**src/rtl/whack_pkg.sv**
```systemverilog
// Shared definitions for the whack-a-mole round scheduler.
//   state_e        : scheduler states
//   DEF_*          : default timing constants (overridable by top parameters)
//   *_W            : counter widths
//   reduce_up_ms() : adaptive up-time step with floor
package whack_pkg;

  typedef enum logic [1:0] {
    ST_IDLE      = 2'd0,
    ST_MOLE_UP   = 2'd1,
    ST_MOLE_DOWN = 2'd2,
    ST_GAME_OVER = 2'd3
  } state_e;

  localparam int DEF_CLK_PER_MS          = 50000;
  localparam int DEF_GAME_LENGTH_SECONDS = 20;
  localparam int DEF_MOLE_UP_MS          = 1000;
  localparam int DEF_MOLE_DOWN_MS        = 1000;
  localparam int DEF_MIN_UP_MS           = 300;
  localparam int DEF_STEP_MS             = 50;

  localparam int MS_PER_SEC = 1000;

  localparam int DIV_W   = 20;  // ms divider, covers CLK_PER_MS up to ~1M
  localparam int PHASE_W = 16;  // phase length counter and up_ms
  localparam int MSEC_W  = 10;  // ms within the current second (0..999)
  localparam int SEC_W   = 7;   // seconds_left
  localparam int ROUND_W = 8;   // round_count

  // Shorten the up time by one step, never going below the floor.
  function automatic logic [PHASE_W-1:0] reduce_up_ms(
    input logic [PHASE_W-1:0] cur,
    input logic [PHASE_W-1:0] step,
    input logic [PHASE_W-1:0] floor_ms
  );
    if (cur < floor_ms + step) return floor_ms;
    return cur - step;
  endfunction

endpackage

```
**src/rtl/ms_tick_gen.sv**
```systemverilog
// Millisecond tick divider.
//   clk, rst_n : clock, async active-low reset
//   clear      : synchronously restart the divider
//   enable     : count while high
//   tick       : one-cycle pulse every CLK_PER_MS enabled clocks
module ms_tick_gen #(
  parameter int CLK_PER_MS = 50000,
  parameter int CNT_W      = 20
) (
  input  logic clk,
  input  logic rst_n,
  input  logic clear,
  input  logic enable,
  output logic tick
);

  logic [CNT_W-1:0] cnt_q;

  assign tick = enable && !clear && (cnt_q == CNT_W'(CLK_PER_MS - 1));

  always_ff @(posedge clk or negedge rst_n) begin
    if (!rst_n) begin
      cnt_q <= '0;
    end else if (clear) begin
      cnt_q <= '0;
    end else if (enable) begin
      cnt_q <= tick ? '0 : cnt_q + CNT_W'(1);
    end
  end

endmodule

```
**src/rtl/mole_round_scheduler.sv**
```systemverilog
// Whack-a-mole round scheduler: alternates mole-visible / gap phases for a
// fixed game length and counts down remaining seconds.
//   clk, rst_n        : clock, async active-low reset
//   start_pressed     : start a game from IDLE or GAME_OVER
//   reset_pressed     : soft reset to IDLE from any state (beats start)
//   full_clear_hit    : all visible moles hit, ends MOLE_UP early
//   game_in_progress  : MOLE_UP or MOLE_DOWN
//   mole_clk          : one-cycle pulse on every MOLE_UP entry
//   moles_visible     : MOLE_UP
//   seconds_left      : remaining seconds
//   round_count       : rounds started this game, saturating
//   game_over         : GAME_OVER
// Build option: define ADAPTIVE_SPEED_EN to shrink the up time by STEP_MS on
// every accepted full clear (floored at MIN_UP_MS).
//
// state        | meaning
// IDLE         | waiting for start, everything cleared
// MOLE_UP      | moles visible for up_ms
// MOLE_DOWN    | gap for MOLE_DOWN_MS
// GAME_OVER    | time expired, score held until start/reset
module mole_round_scheduler
  import whack_pkg::*;
#(
  parameter int CLK_PER_MS          = DEF_CLK_PER_MS,
  parameter int GAME_LENGTH_SECONDS = DEF_GAME_LENGTH_SECONDS,
  parameter int MOLE_UP_MS          = DEF_MOLE_UP_MS,
  parameter int MOLE_DOWN_MS        = DEF_MOLE_DOWN_MS,
  parameter int MIN_UP_MS           = DEF_MIN_UP_MS,
  parameter int STEP_MS             = DEF_STEP_MS
) (
  input  logic               clk,
  input  logic               rst_n,
  input  logic               start_pressed,
  input  logic               reset_pressed,
  input  logic               full_clear_hit,
  output logic               game_in_progress,
  output logic               mole_clk,
  output logic               moles_visible,
  output logic [SEC_W-1:0]   seconds_left,
  output logic [ROUND_W-1:0] round_count,
  output logic               game_over
);

`ifdef ADAPTIVE_SPEED_EN
  localparam bit ADAPT_EN = 1'b1;
`else
  localparam bit ADAPT_EN = 1'b0;
`endif

  state_e               state_q;
  logic                 mole_clk_q;
  logic [SEC_W-1:0]     sec_q;
  logic [ROUND_W-1:0]   round_q;
  logic [PHASE_W-1:0]   phase_q;
  logic [PHASE_W-1:0]   up_ms_q;
  logic [MSEC_W-1:0]    msec_q;

  logic                 in_play;
  logic                 ms_tick;
  logic                 div_clear;
  logic [PHASE_W-1:0]   phase_limit;
  logic                 phase_done;
  logic                 sec_done;

  assign in_play   = (state_q == ST_MOLE_UP) || (state_q == ST_MOLE_DOWN);
  // Divider idles at zero outside play so the first tick lands exactly
  // CLK_PER_MS clocks after the start edge.
  assign div_clear = !in_play || reset_pressed;

  ms_tick_gen #(
    .CLK_PER_MS(CLK_PER_MS),
    .CNT_W     (DIV_W)
  ) u_ms_tick_gen (
    .clk   (clk),
    .rst_n (rst_n),
    .clear (div_clear),
    .enable(in_play),
    .tick  (ms_tick)
  );

  assign phase_limit = (state_q == ST_MOLE_UP) ? up_ms_q : PHASE_W'(MOLE_DOWN_MS);
  assign phase_done  = ms_tick && (phase_q == phase_limit - PHASE_W'(1));
  // Last ms of the last second: time-out wins over any phase change.
  assign sec_done    = ms_tick && (msec_q == MSEC_W'(MS_PER_SEC - 1)) &&
                       (sec_q == SEC_W'(1));

  always_ff @(posedge clk or negedge rst_n) begin
    if (!rst_n) begin
      state_q    <= ST_IDLE;
      mole_clk_q <= 1'b0;
      sec_q      <= '0;
      round_q    <= '0;
      phase_q    <= '0;
      msec_q     <= '0;
      up_ms_q    <= PHASE_W'(MOLE_UP_MS);
    end else begin
      mole_clk_q <= 1'b0;
      if (reset_pressed) begin
        state_q <= ST_IDLE;
        sec_q   <= '0;
        round_q <= '0;
        phase_q <= '0;
        msec_q  <= '0;
        up_ms_q <= PHASE_W'(MOLE_UP_MS);
      end else begin
        case (state_q)
          ST_IDLE, ST_GAME_OVER: begin
            if (start_pressed) begin
              state_q    <= ST_MOLE_UP;
              mole_clk_q <= 1'b1;
              sec_q      <= SEC_W'(GAME_LENGTH_SECONDS);
              round_q    <= ROUND_W'(1);
              phase_q    <= '0;
              msec_q     <= '0;
              up_ms_q    <= PHASE_W'(MOLE_UP_MS);
            end
          end
          ST_MOLE_UP, ST_MOLE_DOWN: begin
            if (ms_tick) begin
              phase_q <= phase_q + PHASE_W'(1);
              if (msec_q == MSEC_W'(MS_PER_SEC - 1)) begin
                msec_q <= '0;
                sec_q  <= sec_q - SEC_W'(1);
              end else begin
                msec_q <= msec_q + MSEC_W'(1);
              end
            end
            if (sec_done) begin
              state_q <= ST_GAME_OVER;
              phase_q <= '0;
            end else if (state_q == ST_MOLE_UP && (full_clear_hit || phase_done)) begin
              state_q <= ST_MOLE_DOWN;
              phase_q <= '0;
              if (ADAPT_EN && full_clear_hit) begin
                up_ms_q <= reduce_up_ms(up_ms_q, PHASE_W'(STEP_MS), PHASE_W'(MIN_UP_MS));
              end
            end else if (state_q == ST_MOLE_DOWN && phase_done) begin
              state_q    <= ST_MOLE_UP;
              phase_q    <= '0;
              mole_clk_q <= 1'b1;
              if (round_q != '1) round_q <= round_q + ROUND_W'(1);
            end
          end
          default: state_q <= ST_IDLE;
        endcase
      end
    end
  end

  assign game_in_progress = in_play;
  assign moles_visible    = (state_q == ST_MOLE_UP);
  assign game_over        = (state_q == ST_GAME_OVER);
  assign mole_clk         = mole_clk_q;
  assign seconds_left     = sec_q;
  assign round_count      = round_q;

endmodule

```
**config.mk**
```make
export PLATFORM = sky130hd
export DESIGN_NAME = mole_round_scheduler
export DESIGN_NICKNAME = d
export VERILOG_FILES = /design/src/rtl/whack_pkg.sv /design/src/rtl/ms_tick_gen.sv /design/src/rtl/mole_round_scheduler.sv
export SDC_FILE = /design/constraint.sdc
export NUM_CORES = 1
export LEC_CHECK = 0
export BUFFER_PORTS_ARGS = -buffer_cell sky130_fd_sc_hd__buf_2
export CORE_MARGIN = 2
export CORE_UTILIZATION = 63
export CTS_BUF_LIST = sky130_fd_sc_hd__clkbuf_8
export DETAILED_ROUTE_END_ITERATION = 12
export MAX_ROUTING_LAYER = met4
export PLACE_DENSITY = 0.92
export SKIP_CTS_REPAIR_TIMING = 1
export SYNTH_ARGS = -nofsm -noshare
export SYNTH_HDL_FRONTEND = slang
export SYNTH_SLANG_ARGS = --single-unit
export TNS_END_PERCENT = 100
```
**constraint.sdc**
```tcl
create_clock -name clk -period 3.2 [get_ports clk]
set_input_delay 0.16 -clock clk [delete_from_list [all_inputs] [get_ports clk]]
set_output_delay 0.16 -clock clk [all_outputs]
set_load 0.1 [all_outputs]
```
# After elaboration in Yosys (flattened, before gate mapping)
# Cells that the tools add are included.
# op_classes
n_addsub	6
multipliers	0
div	0
magnitude_cmp	0
n_eq_ne	17
shifts	0
mux	43
bitwise	0
reduce_logical	24
# ops
cell	n
$mux 16	10
$mux 20	3
$mux 8	6
$mux 10	4
$pmux 16 s2	1
$mux 7	4
$ne 3x3->1 const B	7
$add 20x1->20 const B	1
$eq 20x16->1 const B	1
$pmux 10 s2	1
$add 16x1->16 const B	1
$eq 16x16->1	1
$pmux 8 s2	1
$sub 16x1->16 const B	1
$pmux 7 s2	1
$add 10x1->10 const B	1
$eq 10x10->1 const B	1
$mux 2	5
$add 8x1->8 const B	1
$ne 8x8->1 const B	1
$reduce_and 2->1	4
$eq 7x1->1 const B	1
$logic_and 1x1->1	7
$sub 7x1->7 const B	1
other kinds (14)	25
# word_totals
register_bits	80
latch_bits	0
ramBits	0
rom_bits	0
input_bits	5
output_inout_bits	19
elab_cells	98
memories	0

# Logic depth before layout (Yosys ltp)
# Gate-level depths: netlist of the first run.
# depth
ltp_word	14
mapped_depth	11
mapped_depth_nobuf	8

# Modules after synthesis
# Synthesis of the first run repeated with hierarchy kept, for this count alone.
# unflattened
cells_unflattened	429
area_unflattened_um2	3866.2
# modules_own_cells
mod	instances	cells_each	area_per_inst_um2	seq_area_each_um2
mole_round_scheduler	1	291	2643.8	1101.1
ms_tick_gen	1	138	1222.4	500.5

# Least setup slack after synthesis of the first run
# Ideal clock, no wire load.
# synth_timing
path_type	reg-to-reg
start	register u_ms_tick_gen.cnt_q[13]
end	register round_q[0] (netlist: round_count[0])
setup_time_ns	0.126
t_arrival_ns	2.631
required_ns	3.074
slack_ns	0.443
path_stages_with_launch	8
synth_period_minus_slack_ns	2.757
path_cell_list	dfrtp_1 -> or4_1 -> or4_4 -> or2_1 -> buf_6 -> or3_1 -> nand3_2 -> mux2_2
# synth_via
elab_chain_len	7
elab_cells_between_ends	12
# synth_rtl
element	line	text
start, declared	ms_tick_gen.sv:17	logic [CNT_W-1:0] cnt_q;
start signal, assigned	ms_tick_gen.sv:27	cnt_q <= tick ? '0 : cnt_q + CNT_W'(1);
$eq 20x16->1 *	ms_tick_gen.sv:19	assign tick = enable && !clear && (cnt_q == CNT_W'(CLK_PER_MS - 1));
$logic_and 1x1->1 *	ms_tick_gen.sv:19	
$logic_and 1x1->1	mole_round_scheduler.sv:82	assign phase_done = ms_tick && (phase_q == phase_limit - PHASE_W'(1));
$logic_or 1x1->1	mole_round_scheduler.sv:131	end else if (state_q == ST_MOLE_UP && (full_clear_hit || phase_done)) begin
$logic_and 1x1->1	mole_round_scheduler.sv:131	
$ne 3x3->1 (no source line)	n/a	
$reduce_and 5->1 (no source line) *	n/a	
end signal, assigned	mole_round_scheduler.sv:141	if (round_q != '1) round_q <= round_q + ROUND_W'(1);
end, declared	mole_round_scheduler.sv:53	logic [ROUND_W-1:0] round_q;
# Every way passes the cells marked *; elsewhere a longest branch is shown, timed or not.
# A chain may end at the register's enable or synchronous reset.

# Worst setup path in the final report of the first run
# Ends and elaborated chain as after synthesis.

==> run_results.csv, run 1 <==
group,metric,value,unit
placed_design,gp_congestion,0.907,
setup_path,critPathSlowestCell,"or4_1",
global_routing,grt_use_total,29.5,%
floorplan,die_w,79.1,um
power,p_leak,1.80,nW
synthesis,syn_area,3550,um^2
layout,fillCellCount,393,
setup_path,worstPathMaxFanout,8,
hold_path,hold_class,"primary input to asynchronous set/reset pin",
layout,layout_commonest_cell,"dfrtp_1",
route,dr.pass1.iters,5,
synthesis,synthCells,385,
timing,worstMarginPinSlew,799,ps
floorplan,start_util,64.8,%
clock_network,cts_tree,"done",
floorplan,core,5470,um^2
route,drc,0,
setup_path,start_kind,"flip-flop",
synthesis,synth_top_area_share,45.1,%
timing,min_period,3040,ps
timing,setup_viol_count_final,0,
timing,slew_headroom,46.8,%
global_routing,grt_pass1_vias,2955,
power,ir_worst_vdd,0.455,mV
clock_network,cts_buffers,9,
timing,whs,-23.3,ps
synthesis,yosysWarnings,0,
clock_network,worstSkewPairLatency,350,ps
layout,post-route-util,73.1,%
setup_path,critPathKind,"flip-flop to flip-flop",
route,drt_iter0_drc,302,
setup_path,cp.required,3440,ps
timing,tns,0,ps
floorplan,die_h,79.1,um
placed_design,io_buffer_count,23,
layout,nets,429,
clock_network,h-tree-depth,3,
synthesis,yosysSeqAreaShare,45.1,%
global_routing,grt_pass1_wl,14000,um
power,p_per_area,615,nW/um^2
setup_path,path_delay_family,"simple AND/OR/NAND/NOR gates",
run,maxCapViolCount,0,
synthesis,synthFlopType,"dfrtp_1",
placed_design,dp_hpwl,5690,um
synthesis,syn_avg_cell_area,9.22,um^2
floorplan,die-area,6250,um^2
timing,drv_slew,0,
synthesis,yosys_register_bits,64,
synthesis,synth-edff-count,0,
clock_network,cts_root_buffer,"clkbuf_8",
layout,final_layout_size_suffix_gt1_share,13.6,%
timing,hold_viol,20,
timing,clock_skew,7.25,ps
setup_path,max_stage_delay,560,ps
global_routing,grt_overflow,0,
layout,layout_common_cells,"64 x dfrtp_1, 55 x nor2_1, 33 x nand2_1",
placed_design,dpl_worst_slack,47.8,ps
timing,fmax,329,MHz
timing,setup_slack,158,ps
setup_path,crit_arrival,3280,ps
synthesis,yosysUniqueCellTypes,51,
clock_network,clk_path_buf_depth,2,
synthesis,async_flop_share,100,%
synthesis,synth_largest_area_cell,"dfrtp_1",
synthesis,yosys-top-cells-area,"dfrtp_1 45%, nor2_1 5.9%, xor2_1 4.2%",
layout,area_growth,12.7,%
synthesis,syn_nets,399,
timing,rsz0062_at_grt,"false",
route,routed_wl,8450,um
global_routing,antenna_found_initial,0,
route,ant_nets,0,
run_status,failed_checks,"negative hold slack",
clock_network,path_clk_slew,70,ps
setup_path,cp.buffers_inverters,1,
floorplan,num_rows,27,
setup_path,crit_chain,"or4_1 > or4_4 > or2_1 > buf_4 > or3_1 > nand3_2 > mux2_2",
floorplan,ios,24,
route,vias,3149,
route,vias_per_cell,6.41,
route,wl_per_cell,17.2,um
timing,timing.final.crit_share,95.1,%
clock_network,clkSinkCount,64,
power,total_power,2.46,mW
global_routing,grt_max_degree,65,
layout,n_antenna_cell,0,
setup_path,crit_path_end_kind,"flip-flop",
run_status,status,"finished, violations left",
-- path summary, 6_finish.rpt --
path / from / to / slack [ps] / cells after the start
min reg2reg: u_ms_tick_gen.cnt_q[0]$_DFFE_PN0P_ / u_ms_tick_gen.cnt_q[0]$_DFFE_PN0P_ / 490 / 1
min in group clk: reset_pressed / state_q[0]$_DFFE_PN0P_ / 150 / 2
max reg2reg: u_ms_tick_gen.cnt_q[13]$_DFFE_PN0P_ / round_count[0]$_DFFE_PN0P_ / 160 / 7
max in group asynchronous: rst_n / phase_q[0]$_DFFE_PN0P_ / 2690 / 2
min: rst_n / seconds_left[4]$_DFFE_PN0P_ / -20 / 2
max: u_ms_tick_gen.cnt_q[13]$_DFFE_PN0P_ / round_count[0]$_DFFE_PN0P_ / 160 / 7
-- state kept, by name (all words and copies together) (netlist names) --
signal,count
msec_q,10
seconds_left,7
round_count,8
phase_q,16
state_q,2
mole_clk,1
u_ms_tick_gen.cnt_q,20
-- report_power, final --
part           switching, mW  internal (mW)  total [mW]
clock                  0.311          0.473       0.784
sequential            0.0638          0.860       0.923
combinational          0.579          0.171       0.750
-- layout make-up --
| type | count | area (um^2) | share of cell area, % |
|---|---|---|---|
| sequential | 64 | 1600 | 40.1 |
| inverter | 10 | 37.5 | 0.939 |
| tap | 72 | 90.1 | 2.25 |
| multi-input combinational | 297 | 1850 | 46.2 |
| clock inverter | 4 | 68.8 | 1.72 |
| clock buffer | 11 | 151 | 3.79 |
| timing repair buffer | 33 | 203 | 5.07 |
-- cell usage after synthesis (4+ instances only) --
cell type / n
and3_1: 16
nor4_1: 8
xor2_1: 17
dfrtp_1: 64
nor2_1: 56
o21ai_0: 28
clkbuf_1: 9
nor4b_1: 4
nor3_1: 13
o211ai_1: 6
nand4_1: 9
inv_1: 10
a22o_1: 11
o22a_1: 8
nor2b_1: 6
nand3_1: 18
nand2_1: 33
xnor2_1: 9
ha_1: 9
or3_1: 4
-- per-stage QoR --
step / std cells / instance area (um^2)
2_1_floorplan: 385 / 3550
3_3_place_gp: 474 / 3750
3_5_place_dp: 474 / 3750
4_1_cts: 489 / 3970
5_1_grt: 491 / 4000
6_report: 491 / 4000
-- routing by layer --
metal	track usage [%]	part of all wire (%)	wire (um)
met5	-	0	0
met4	12.6	2.4	206
met3	3.98	5.3	451
met2	47.6	50	4230
met1	37.9	42	3560
-- cell families (layout without fill, tap and decap cells) --
group / count (synthesis) / after routing / synth area share [%]
AOI/OAI and AO/OA: 75 / 75 / 15.0
xor gates and xnor gates: 26 / 26 / 6.42
adders and majority gates: 9 / 9 / 3.17
buffers and inverters: 24 / 58 / 2.89
DFF: 64 / 64 / 45.1
muxes: 3 / 3 / 0.917
and+or+nand+nor: 184 / 184 / 26.4
Note: power is estimated with default switching activity, not from simulation.
==> run 2: changes to the inputs <==
Settings changed: CORE_UTILIZATION 63 to 57, PLACE_DENSITY 0.92 to 0.88.
Clock period 3.2 ns to 2.55 ns, I/O delays scaled along.
==> run 2 against run 1 <==
Net effect:
- the run ends with negative hold slack, negative setup slack left
- sequential cell count stayed put
- cell area increased by 5.6%
- critical path depth did not move
- sequential share of layout area decreased by 2.1 points
- critical path type unchanged
- largest cell class unchanged
- highest routed layer unchanged
==> run_results.csv, run 2 (synthesized netlist as in run 1, its figures left out) <==
group,metric,value,unit
clock_network,cts_buffers,9,
layout,multiInputGateArea,1900,um^2
route,dr.pass1.iters,4,
clock_network,h-tree-depth,3,
run,maxCapViolCount,0,
timing,worstMarginPinSlew,1010,ps
layout,final_layout_size_suffix_gt1_share,20.4,%
floorplan,ios,24,
clock_network,clkSinkCount,64,
placed_design,gp_congestion,0.843,
floorplan,die-area,6870,um^2
setup_path,cp.required,2800,ps
route,vias_per_cell,6.07,
floorplan,start_util,59.6,%
setup_path,r2r-start,"u_ms_tick_gen.cnt_q[7]$_DFFE_PN0P_",
global_routing,grt-busiest-layer,"met2",
floorplan,num_rows,28,
layout,largest_reg_flops,20,
route,drc,0,
setup_path,worstReg2RegEnd,"round_count[0]$_DFFE_PN0P_",
power,ir_worst_vdd,0.615,mV
layout,largest-register,"u_ms_tick_gen.cnt_q",
run_status,failed_checks,"negative hold slack, negative setup slack",
global_routing,grt_use_met2,41.3,%
route,routed_wl,8510,um
setup_path,critPathKind,"flip-flop to flip-flop",
clock_network,cts_tree,"done",
clock_network,clk_path_buf_depth,2,
timing,setup_slack,-2.82,ps
global_routing,grt_use_met1,33.9,%
global_routing,use_met3,4.67,%
clock_network,path_clk_slew,80,ps
setup_path,crit_path_end_kind,"flip-flop",
setup_path,r2r_cells,7,
hold_path,hold_class,"primary input to asynchronous set/reset pin",
floorplan,die_h,82.9,um
global_routing,grt_pass1_vias,3129,
setup_path,worstPathMaxFanout,6,
layout,seq_area,1600,um^2
timing,rsz0062_at_grt,"true",
global_routing,grt_overflow,0,
timing,min_period,2550,ps
route,drt_iter0_drc,240,
timing,drv_slew,0,
global_routing,antenna_found_initial,0,
route,wl_per_cell,16.5,um
timing,whs,-72.7,ps
global_routing,grt_pass1_wl,14500,um
layout,layout_common_cells,"62 x dfrtp_1, 55 x nor2_1, 33 x nand2_1",
timing,setup_viol_count_final,1,
global_routing,grt_use_total,26.4,%
route,vias,3139,
clock_network,worstSkewPairLatency,360,ps
floorplan,core,5960,um^2
timing,slew_headroom,32.9,%
timing,clock_skew,15.5,ps
route,ant_nets,0,
layout,nets,451,
layout,reg_top3,"u_ms_tick_gen.cnt_q: 20 flops, phase_q: 16 flops, msec_q: 10 flops",
power,p_leak,1.90,nW
run_status,status,"finished, violations left",
setup_path,crit_arrival,2810,ps
placed_design,dp_hpwl,5700,um
setup_path,ff2ff_setup_slack,-3,ps
timing,hold_viol,41,
layout,final_area,4220,um^2
setup_path,start_kind,"flip-flop",
floorplan,die_w,82.9,um
timing,fmax,392,MHz
timing,timing.final.crit_share,100,%
power,p_per_area,725,nW/um^2
layout,n_antenna_cell,0,
clock_network,cts_root_buffer,"clkbuf_8",
global_routing,grt_max_degree,44,
power,total_power,3.06,mW
placed_design,place_area,3940,um^2
layout,area_growth,19.0,%
layout,fillCellCount,433,
placed_design,dpl_worst_slack,-205,ps
layout,layout_commonest_cell,"dfrtp_1",
placed_design,io_buffer_count,23,
-- run 2: changes by cell type in the layout (fill, tap and decap cells not counted), moves of 2 or more --
cell and delta:
dfrtp_2 +2, buf_6 +4, buf_4 +18, clkinvlp_4 +2, dfrtp_1 -2
-- run 2: worst max-delay path by stage --
stage	from	slack, ps	to
global route	u_ms_tick_gen.cnt_q[7]$_DFFE_PN0P_	-80	phase_q[5]$_DFFE_PN0P_
detailed placement	u_ms_tick_gen.cnt_q[7]$_DFFE_PN0P_	-210	phase_q[0]$_DFFE_PN0P_
finish	u_ms_tick_gen.cnt_q[7]$_DFFE_PN0P_	-3	round_count[0]$_DFFE_PN0P_
CTS	u_ms_tick_gen.cnt_q[7]$_DFFE_PN0P_	-180	phase_q[0]$_DFFE_PN0P_
floorplan	u_ms_tick_gen.cnt_q[7]$_DFFE_PN0P_	-20	round_count[0]$_DFFE_PN0P_
global placement	u_ms_tick_gen.cnt_q[7]$_DFFE_PN0P_	-110	phase_q[0]$_DFFE_PN0P_
-- run 2: stage by stage --
step,util [%],instances,hold slack [ps],TNS (ps)
global placement,66.2,496,321,-778
finish,70.9,517,-72.7,-2.82
detailed placement,66.2,496,341,-1990
CTS,69.5,512,-33.9,-1780
global route,70.9,517,29.5,-1050
floorplan,-,385,-168,-23.4
-- run 2: area by class of cell --
type | instances | share of cell area (%)
multi-input combinational | 297 | 45.1
inverter | 10 | 0.978
timing repair buffer | 55 | 9.07
clock buffer | 10 | 3.26
clock inverter | 6 | 1.42
sequential | 64 | 38.0
tap | 75 | 2.22
-- run 2: metal layers --
layer  wire length, um  vias up
li1                  -     1494
met1              3680     1509
met2              4230      119
met3               444       17
met4               159        0
met5                 0        -
-- run 2: report_power, final --
part           internal (mW)  switching (mW)
sequential              1.08          0.0779
combinational          0.261           0.753
clock                  0.473           0.416
total                   1.81            1.25
-- run 2: critical path: stages (launching register included) --
cell	delay [ps]
dfrtp_1	380
or4_1	510
or4_4	450
or2_4	250
buf_6	130
or3_4	340
nand3_4	100
mux2_4	290
==> run 3: changes to the inputs <==
Settings changed: CAP_MARGIN from default to 40, CELL_PAD_IN_SITES_DETAIL_PLACEMENT from default to 0, CELL_PAD_IN_SITES_GLOBAL_PLACEMENT from default to 1, CORE_UTILIZATION 57 to 44, PLACE_DENSITY 0.88 to 0.87, SKIP_CTS_REPAIR_TIMING 1 to default.
==> run 3 against run 2 <==
Net effect:
- the run ends with negative setup slack left
- first-iteration DRC count down 31%
- cell count increased by 7.0%
- wire length fell by 0.21%
- clock power down 18%
- combinational power increased by 7%
- cell area increased by 4.1%
- via count rose by 1.4%
- critical endpoint is now phase_q[6]$_DFFE_PN0P_
- largest cell class unchanged
==> run_results.csv, run 3 (synthesized netlist as in run 1, its figures left out) <==
group,metric,value,unit
route,ant_nets,0,
run,maxCapViolCount,0,
placed_design,place_area,3990,um^2
layout,n_antenna_cell,0,
global_routing,grt_pass1_wl,14000,um
layout,area_growth,23.9,%
layout,largest-register,"u_ms_tick_gen.cnt_q",
clock_network,h-tree-depth,3,
run_status,status,"finished, violations left",
global_routing,antenna_found_initial,0,
setup_path,worstPathMaxFanout,5,
placed_design,dpl_worst_slack,-166,ps
timing,min_period,2580,ps
placed_design,gp_congestion,0.854,
floorplan,ios,24,
floorplan,start_util,45.7,%
power,p_per_area,675,nW/um^2
clock_network,clkSinkCount,64,
route,drc,0,
setup_path,critPathKind,"flip-flop to flip-flop",
route,dr.pass1.iters,4,
timing,clock_skew,13.2,ps
power,ir_worst_vdd,0.327,mV
layout,final_layout_size_suffix_gt1_share,22.4,%
placed_design,io_buffer_count,23,
timing,fmax,388,MHz
setup_path,cp.required,2770,ps
setup_path,start_kind,"flip-flop",
timing,timing.final.crit_share,101,%
power,switching_power,1.24,mW
layout,nets,460,
timing,slew_headroom,56.1,%
floorplan,die_h,93.8,um
setup_path,crit_arrival,2800,ps
layout,layout_common_cells,"62 x dfrtp_1, 55 x nor2_1, 33 x nand2_1",
global_routing,grt_overflow,0,
clock_network,cts_tree,"done",
power,power_frac_seq,39.1,%
power,p_int,1.73,mW
route,wl_per_cell,15.3,um
layout,largest_reg_flops,20,
layout,final_area,4400,um^2
floorplan,num_rows,32,
clock_network,worstSkewPairLatency,340,ps
clock_network,cts_buffers,9,
timing,setup_viol_count_final,8,
power,p_leak,1.96,nW
route,routed_wl,8490,um
timing,worstMarginPinSlew,659,ps
clock_network,clk_path_buf_depth,2,
layout,reg_top3,"u_ms_tick_gen.cnt_q: 20 flops, phase_q: 16 flops, msec_q: 10 flops",
clock_network,cts_root_buffer,"clkbuf_8",
run_status,failed_checks,"negative setup slack",
global_routing,grt_max_degree,38,
global_routing,grt_use_total,20.3,%
route,vias,3182,
floorplan,die_w,93.8,um
placed_design,dp_hpwl,5640,um
clock_network,path_clk_slew,70,ps
power,pwr-share-clk,24.5,%
timing,rsz0062_at_grt,"true",
layout,layout_commonest_cell,"dfrtp_1",
floorplan,die-area,8800,um^2
route,drt_iter0_drc,165,
setup_path,crit_path_end_kind,"flip-flop",
floorplan,core,7770,um^2
power,pwr-share-comb,36.5,%
hold_path,hold_class,"primary input to flip-flop",
global_routing,grt_pass1_vias,2984,
timing,hold_viol,0,
timing,setup_slack,-29.7,ps
timing,drv_slew,0,
power,p_sw_share,41.7,%
layout,fillCellCount,700,
route,vias_per_cell,5.75,
## run 3: cell types whose count changed in the layout (fill, tap and decap cells not counted), sizes merged
cell / delta
buf: +6
inv: +2
bufinv: -1
clkbuf: +1
dlygate4sd3: +1
## run 3: worst max-delay path: stages, from the launching register on
cell and delay [ps]:
dfrtp_1 390, or4_1 490, or4_4 450, o41a_1 340, o211ai_1 100, buf_4 180
clkbuf_16 150, nor2_4 50, clkbuf_16 150, a22o_1 180
## run 3: area by class of cell
type,count,area (um^2),area share [%]
clock buffer,9,124,2.82
sequential,64,1600,36.5
inverter,10,41.3,0.939
clock inverter,7,33.8,0.768
timing repair buffer,64,515,11.7
multi-input combinational,297,1950,44.4
tap,102,128,2.90
## run 3: worst paths after layout
check                                                    startpoint                            endpoint  slack (ps)  cells past startpoint
worst max-delay path            u_ms_tick_gen.cnt_q[11]$_DFFE_PN0P_              phase_q[6]$_DFFE_PN0P_         -30                      9
worst min-delay path                                  reset_pressed                  mole_clk$_DFF_PN0_          60                      2
worst max register to register  u_ms_tick_gen.cnt_q[11]$_DFFE_PN0P_              phase_q[6]$_DFFE_PN0P_         -30                      9
worst min register to register   u_ms_tick_gen.cnt_q[0]$_DFFE_PN0P_  u_ms_tick_gen.cnt_q[0]$_DFFE_PN0P_         460                      1
max in group asynchronous                                     rst_n  u_ms_tick_gen.cnt_q[8]$_DFFE_PN0P_        1570                      3
min in group asynchronous                                     rst_n             phase_q[14]$_DFFE_PN0P_         340                      2
## run 3: metrics by stage
| stage | cells | TNS [ps] | total power [mW] | util, % | hold WS, ps |
|---|---|---|---|---|---|
| floorplan | 385 | -23.4 | 1.92 | - | -168 |
| global placement | 524 | -1290 | 2.15 | 51.4 | 192 |
| detailed placement | 524 | -1580 | 2.17 | 51.4 | 196 |
| CTS | 541 | -14.6 | 2.91 | 54.0 | 43.8 |
| global route | 553 | -1230 | 3.13 | 56.6 | 69.8 |
| finish | 553 | -115 | 2.97 | 56.6 | 62.5 |
## run 3: power groups by stage
stage / registers [mW] / clock network [mW] / logic (mW)
after CTS: 1.16 / 0.747 / 1.01
final: 1.16 / 0.727 / 1.08
after floorplan: 1.48 / 0 / 0.436
after detailed placement: 1.18 / 0 / 0.992
after global placement: 1.17 / 0 / 0.980
after global routing: 1.17 / 0.797 / 1.16
## run 3: timing repair
action | CTS | global route
setup endpoints to repair | 14 | 26
pin swaps | 1 | 12
endpoints found under the hold margin | 27 | 0
hold buffers | 1 | 0
buffers inserted | 0 | 8
cloned | 0 | 4
resized for setup | 7 | 18
## run 3: routing by layer
metal / global-route usage [%] / part of all wire [%]
met5: - / 0
met4: 6.52 / 1.1
met1: 27.3 / 48
met3: 4.49 / 3.9
met2: 30.7 / 47
